`config.mk`:
```
export PLATFORM = sky130hd
export DESIGN_NAME = rdata_channel
export DESIGN_NICKNAME = d
export VERILOG_FILES = /design/src/rtl/rdata_channel.sv
export SDC_FILE = /design/constraint.sdc
export NUM_CORES = 1
export LEC_CHECK = 0
export BUFFER_PORTS_ARGS = -buffer_cell sky130_fd_sc_hd__buf_2
export CAP_MARGIN = 0
export CORE_ASPECT_RATIO = 0.5
export CORE_MARGIN = 5
export CORE_UTILIZATION = 47
export DETAILED_ROUTE_END_ITERATION = 10
export PLACE_DENSITY = 0.84
export SLEW_MARGIN = 20
export SYNTH_ARGS = -nofsm -noshare
export SYNTH_HDL_FRONTEND = slang
export SYNTH_SLANG_ARGS = --single-unit
```
`constraint.sdc`:
```
create_clock -name clk -period 1.75 [get_ports clk]
set_clock_uncertainty 0.2 [all_clocks]
set_input_delay 0.175 -clock clk [delete_from_list [all_inputs] [get_ports clk]]
set_output_delay 0.175 -clock clk [all_outputs]
set_load 0.02 [all_outputs]
```
`src/rtl/rdata_channel.sv`:
```
// rdata_channel: turns queued read-burst descriptors {id, len} plus a stream
// of DDR read-data words into AXI-style R-channel beats with rid/rlast.
// A 2-entry descriptor FIFO decouples the request side from the streaming
// engine; a single output register holds the current R beat.
module rdata_channel (
    input  logic        clk,
    input  logic        n_rst,
    input  logic        req_valid,
    output logic        req_ready,
    input  logic [3:0]  req_id,
    input  logic [7:0]  req_len,
    input  logic        dat_valid,
    output logic        dat_ready,
    input  logic [31:0] dat_in,
    output logic        rvalid,
    input  logic        rready,
    output logic [3:0]  rid,
    output logic [31:0] rdata,
    output logic        rlast,
    output logic [1:0]  rresp,
    output logic        busy
);

    typedef enum logic {
        ST_IDLE   = 1'b0,
        ST_STREAM = 1'b1
    } state_t;

    localparam int DEPTH = 2;

    // Descriptor FIFO storage and bookkeeping
    logic [3:0] fifo_id_q  [DEPTH];
    logic [7:0] fifo_len_q [DEPTH];
    logic       wr_ptr_q;
    logic       rd_ptr_q;
    logic [1:0] occ_q;

    // Streaming engine state
    state_t     state_q;
    logic [3:0] active_id_q;
    logic [7:0] active_len_q;
    logic [8:0] count_q;

    // R-channel output register
    logic        rvalid_q;
    logic        rlast_q;
    logic [3:0]  rid_q;
    logic [31:0] rdata_q;

    logic push;
    logic pop;
    logic beat_acc;
    logic last_beat;

    // Ready is derived from registered occupancy only, never from a same-cycle pop
    assign req_ready = (occ_q < 2'd2);
    assign push      = req_valid & req_ready;
    assign pop       = (state_q == ST_IDLE) & (occ_q != 2'd0);

    // Accept data only while streaming and the output slot is free or draining
    assign dat_ready = (state_q == ST_STREAM) & (~rvalid_q | rready);
    assign beat_acc  = dat_valid & dat_ready;

    // 9-bit compare so len=255 reaches count 255 without wrapping
    assign last_beat = (count_q == {1'b0, active_len_q});

    assign rvalid = rvalid_q;
    assign rlast  = rlast_q;
    assign rid    = rid_q;
    assign rdata  = rdata_q;
    assign rresp  = 2'b00;
    assign busy   = (state_q == ST_STREAM) | (occ_q != 2'd0) | rvalid_q;

    // Descriptor FIFO: write at wr_ptr, read at rd_ptr, occupancy tracks push/pop
    always_ff @(posedge clk or negedge n_rst) begin
        if (!n_rst) begin
            for (int i = 0; i < DEPTH; i++) begin
                fifo_id_q[i]  <= '0;
                fifo_len_q[i] <= '0;
            end
            wr_ptr_q <= 1'b0;
            rd_ptr_q <= 1'b0;
            occ_q    <= 2'd0;
        end else begin
            if (push) begin
                fifo_id_q[wr_ptr_q]  <= req_id;
                fifo_len_q[wr_ptr_q] <= req_len;
                wr_ptr_q             <= ~wr_ptr_q;
            end
            if (pop) begin
                rd_ptr_q <= ~rd_ptr_q;
            end
            case ({push, pop})
                2'b10:   occ_q <= occ_q + 2'd1;
                2'b01:   occ_q <= occ_q - 2'd1;
                default: occ_q <= occ_q;
            endcase
        end
    end

    // IDLE/STREAM sequencer: load the head descriptor, count beats, leave on the last one
    always_ff @(posedge clk or negedge n_rst) begin
        if (!n_rst) begin
            state_q      <= ST_IDLE;
            active_id_q  <= '0;
            active_len_q <= '0;
            count_q      <= '0;
        end else begin
            case (state_q)
                ST_IDLE: begin
                    if (pop) begin
                        active_id_q  <= fifo_id_q[rd_ptr_q];
                        active_len_q <= fifo_len_q[rd_ptr_q];
                        count_q      <= '0;
                        state_q      <= ST_STREAM;
                    end
                end
                ST_STREAM: begin
                    if (beat_acc) begin
                        count_q <= count_q + 9'd1;
                        if (last_beat) begin
                            state_q <= ST_IDLE;
                        end
                    end
                end
                default: state_q <= ST_IDLE;
            endcase
        end
    end

    // Output beat register: load on accept, drop valid when drained without a refill
    always_ff @(posedge clk or negedge n_rst) begin
        if (!n_rst) begin
            rvalid_q <= 1'b0;
            rlast_q  <= 1'b0;
            rid_q    <= '0;
            rdata_q  <= '0;
        end else begin
            if (beat_acc) begin
                rvalid_q <= 1'b1;
                rdata_q  <= dat_in;
                rid_q    <= active_id_q;
                rlast_q  <= last_beat;
            end else if (rvalid_q & rready) begin
                rvalid_q <= 1'b0;
            end
        end
    end

endmodule

```
Yosys cells after proc, flatten, opt, wreduce, memory -nomap -nowiden --
Index checks and enable logic that the tools add are counted. W data, S select, Z words.
Operators by class: eq/ne operators 5, order comparisons 4, multiplexer cells 22, $add $sub $neg 3, bitwise operators 14, reductions and logical operators 6
Operators by type and width (count):
- $mux W8 | 4
- $mux W9 | 2
- $pmux W9 S2 | 1
- $bwmux W16 | 1
- $mux W4 | 4
- $add A9 B1 Y9 const B | 1
- $eq A9 B8 Y1 | 1
- $bwmux W8 | 1
- $demux W8 S1 | 1
- $reduce_bool A2 Y1 | 3
- $and A1 B1 Y1 | 5
- $mux W1 | 5
- $demux W4 S1 | 1
- $ge A2 B2 Y1 const B | 2
- $not A1 Y1 | 4
- $not A1 Y2 | 2
- $pmux W2 S2 | 1
- $reduce_and A2 Y1 | 2
- $or A1 B1 Y1 | 3
- $add A2 B1 Y2 const B | 1
- $eq A2 B1 Y1 const B | 1
- $eq A2 B2 Y1 const B | 1
- $lt A2 B1 Y1 const B | 1
- $lt A2 B2 Y1 const B | 1
- 5 further kinds | 5
Storage, ports and cells: input port bits 49, bits in registers 88, word-level logic and storage cells 69, output and inout port bits 43

Longest topological paths before layout --
depth in word-level cells 6, depth in mapped cells 6, mapped depth without buffers 6

Worst setup path after synthesis --
OpenSTA, ideal clock, no wires.
kind reg-to-reg, start register occ_q[1], end register fifo_id_q[7] (netlist name), stages on the path, launching flop included 6, setup time 0.125 ns, clock period less this slack 1.729 ns, arrival time 1.404 ns, path buffers 1, setup slack 0.021 ns, data required time 1.425 ns, path through dfrtp_1 -> inv_2 -> nand2_1 -> nor2_1 -> buf_2 -> mux2_2
On the way: word-level cells in the longest chain between the ends 2
Ends and longest elaborated chain:
- from (decl) | line 36 | logic [1:0] occ_q;
- from (signal assigned) | line 94 | 2'b10: occ_q <= occ_q + 2'd1;
- from (signal assigned) | line 95 | 2'b01: occ_q <= occ_q - 2'd1;
- from (signal assigned) | line 96 | default: occ_q <= occ_q;
- $lt A2 B2 Y1 | line 56 | assign req_ready = (occ_q < 2'd2);
- net req_ready | line 9 | output logic req_ready,
- $and A1 B1 Y1 | line 57 | assign push = req_valid & req_ready;
- to (signal, indexed assignment) | line 86 | fifo_id_q[wr_ptr_q] <= req_id;
- to (decl) | line 32 | logic [3:0] fifo_id_q [DEPTH];
The timed path passes the listed nets, and every way through them passes these cells. A chain may end at the register's enable or synchronous reset.

Worst setup path after layout --
start register state_q, end output busy
On the way: word-level cells in the longest chain between the ends 2
Ends and longest elaborated chain:
- from (decl) | line 39 | state_t state_q;
- from (signal assigned) | line 104 | state_q <= ST_IDLE;
- from (signal assigned) | line 115 | state_q <= ST_STREAM;
- from (signal assigned) | line 122 | state_q <= ST_IDLE;
- $or A1 B1 Y1 (2 in series) | line 72 | assign busy = (state_q == ST_STREAM) | (occ_q != 2'd0) | rvalid_q;
- to (decl) | line 21 | output logic busy
No other way between the ends.

==> impl_metrics.tcl <==
set metrics [dict create \
    status "finished, violations left" \
    failed_checks "setup timing" \
    ant_nets 0 \
    htreeDepth 3 \
    powerDensity_nw_per_um2 1580 \
    worstPathRequired_ps 1370 \
    use_met2_pct 35.1 \
    numCtsBuffers 9 \
    coreArea_um2 7460 \
    fmax_ghz 0.556 \
    synth_commonest_cells "nand2_1 (129), dfrtp_1 (88), mux2_2 (13), o21ai_0 (13), mux2i_1 (12)" \
    start_util_pct 49.0 \
    synth_cells 342 \
    finalSetupViolCount 2 \
    place.gp.congestion 0.817 \
    cp-end-kind "output port" \
    finalMaxSlewViolations 0 \
    hold_path.class "in -> reg" \
    cts.sinks 88 \
    routed_wl_um 8920 \
    overflow 0 \
    yosysWarnings 0 \
    cts_tree "built" \
    met3_usage_pct 5.82 \
    grt_usage_pct 19.3 \
    synth-seq-area-share_pct 60.2 \
    ys.flop_type "dfrtp_1" \
    yosysMostFrequentCell "nand2_1" \
    crit_fanout 6 \
    rsz0062_at_grt "true" \
    ir_worst_vdd_mv 0.853 \
    crit_buf_inv 1 \
    worstPathArrival_ps 1420 \
    pre_cts_slack_ps -6.60 \
    drive_gt1_share_pct 31.7 \
    tns_ps -50.6 \
    nets 542 \
    synth_top_area_share_pct 60.2 \
    num_vias 2930 \
    grt_pass1_vias 3053 \
    synth_cell_types 32 \
    busiest_layer "met2" \
    nFillCells 542 \
    hold_viol 0 \
    first_iter_violations 190 \
    antenna_cells 0 \
    synth_top_area_cell "dfrtp_1" \
    place_hpwl_um 5470 \
    dieWidth_um 135 \
    clk_pin_slew_worst_paths_ps 60 \
    syn2layout_area_growth_pct 41.1 \
    root_buffer "clkbuf_16" \
    cts_buffer_depth 2 \
    crit_type "reg -> out" \
    placementRows 22 \
    drcViolationCount 0 \
    drt_first_pass_iters 4 \
    vias_per_cell 4.85 \
    grt_pass1_wl_um 14700 \
    antenna_found_initial 0 \
    power_leakage_nw 2.62 \
    portBuffers 89 \
    insertion_delay_ps 340 \
    die-area_um2 9750 \
    fin_ws_ps -48.1 \
    synth_edf_count 0 \
    syn-mean-instance-area_um2 10.7 \
    worst_setup_path_start_kind "flop" \
    period_share_pct 103 \
    grtUsageMet1_pct 21.3 \
    grt_max_degree 44 \
    die_h_um 72.4 \
    post-route-util_pct 69.1 \
    maxCapViolCount 0 \
    layout_min_cycle_time_ps 1800 \
    io_pins 92 \
    path_cells "or4_4 -> buf_6" \
    slowest_stage "or4_4" \
    cpPeakStageDelay_ps 490 \
    async_flop_share_pct 100 \
    synthTopCellsByArea "dfrtp_1 (60%), nand2_1 (13%), mux2_2 (4.0%)" \
    ys_seq_elements 88 \
    cp_top_family "simple AND/OR/NAND/NOR gates" \
    syn_area_um2 3660 \
    wl_per_cell_um 14.8 \
]
-- worst min-delay path, cell delays in order --
cell,delay (ps)
buf_2,90
nand2b_2,190
nand2_1,60
-- cell usage in the layout (no fill, tap or decap), types with 4 or more instances in the layout --
cell / n
nand4_1: 4
o21ai_0: 13
mux2i_1: 12
dfrtp_1: 85
mux2_2: 13
xnor2_1: 6
dlygate4sd3_1: 47
xor2_1: 10
clkbuf_16: 9
nor2_1: 5
nand2_1: 128
buf_2: 87
buf_4: 14
mux2_1: 11
or4_4: 4
-- cell type report --
class	count	area, µm²	share of cell area [%]
Sequential cell	88	2210	42.8
Inverter	2	12.5	0.243
Clock buffer	10	239	4.63
Timing Repair Buffer	153	1080	21.0
Clock inverter	6	43.8	0.849
Tap cell	108	135	2.62
Multi-Input combinational cell	237	1440	27.9
-- routing by layer --
layer  part of all wire [%]  wire length (µm)  up-vias
li1                       -                 -     1421
met1                     41              3660     1402
met2                     52              4650       85
met3                    4.5               399       22
met4                    2.4               212        0
met5                      0                 0        -
-- worst paths after layout --
check,start,to,slack [ps],cells after the start
worst max-delay path,state_q$_DFF_PN0_,busy,-50,2
worst min-delay path,rready,rvalid$_DFFE_PN0P_,20,3
worst max register to register,occ_q[0]$_DFFE_PN0P_,occ_q[1]$_DFFE_PN0P_,0,7
worst min register to register,rdata[29]$_DFFE_PN0P_,rdata[29]$_DFFE_PN0P_,270,2
max in group asynchronous,n_rst,rdata[14]$_DFFE_PN0P_,670,3
min in group asynchronous,n_rst,active_id_q[0]$_DFFE_PN0P_,80,2
-- sequential cells by signal (all words and copies together) (netlist names), 2 cells and up --
signal and cells:
occ_q 2, active_len_q 8, count_q 9, fifo_len_q 16, active_id_q 4, rid 4
rdata 32, fifo_id_q 8
-- report_power, final --
part | internal, W | leakage, nW | switching, W | total (W)
Combinational | 0.00130 | 1.40 | 0.00165 | 0.00295
Clock | 0.00100 | 0.139 | 0.000786 | 0.00179
Sequential | 0.00290 | 1.08 | 0.000527 | 0.00342
-- cell families after synthesis --
logic type                 after synthesis  synth area share (%)
AOI/OAI and AO/OA                       23                  4.21
xor gates and xnor gates                17                  4.07
adders and majority gates                2                 0.684
buffers and inverters                   18                  2.40
DFF                                     88                  60.2
muxes                                   36                  10.7
other                                    1                 0.103
and+or+nand+nor                        157                  17.6
-- metrics by stage --
step	total power, W	instance area, µm²	cells	hold slack [ps]
after floorplan	0.00520	3660	343	-321
after global placement	0.00601	4280	535	-111
after detailed placement	0.00614	4280	535	-111
after CTS	0.00808	5050	600	0.843
after global routing	0.00872	5160	604	25.3
final	0.00816	5160	604	18.8
-- timing repair --
action,in CTS,in global routing
buffers inserted,2,4
hold endpoints to repair,146,0
gates resized for setup,1,23
endpoints found under the setup margin,1,17
pin swaps,0,8
hold buffers,47,0
No activity file was read; power rests on OpenSTA's default activity.
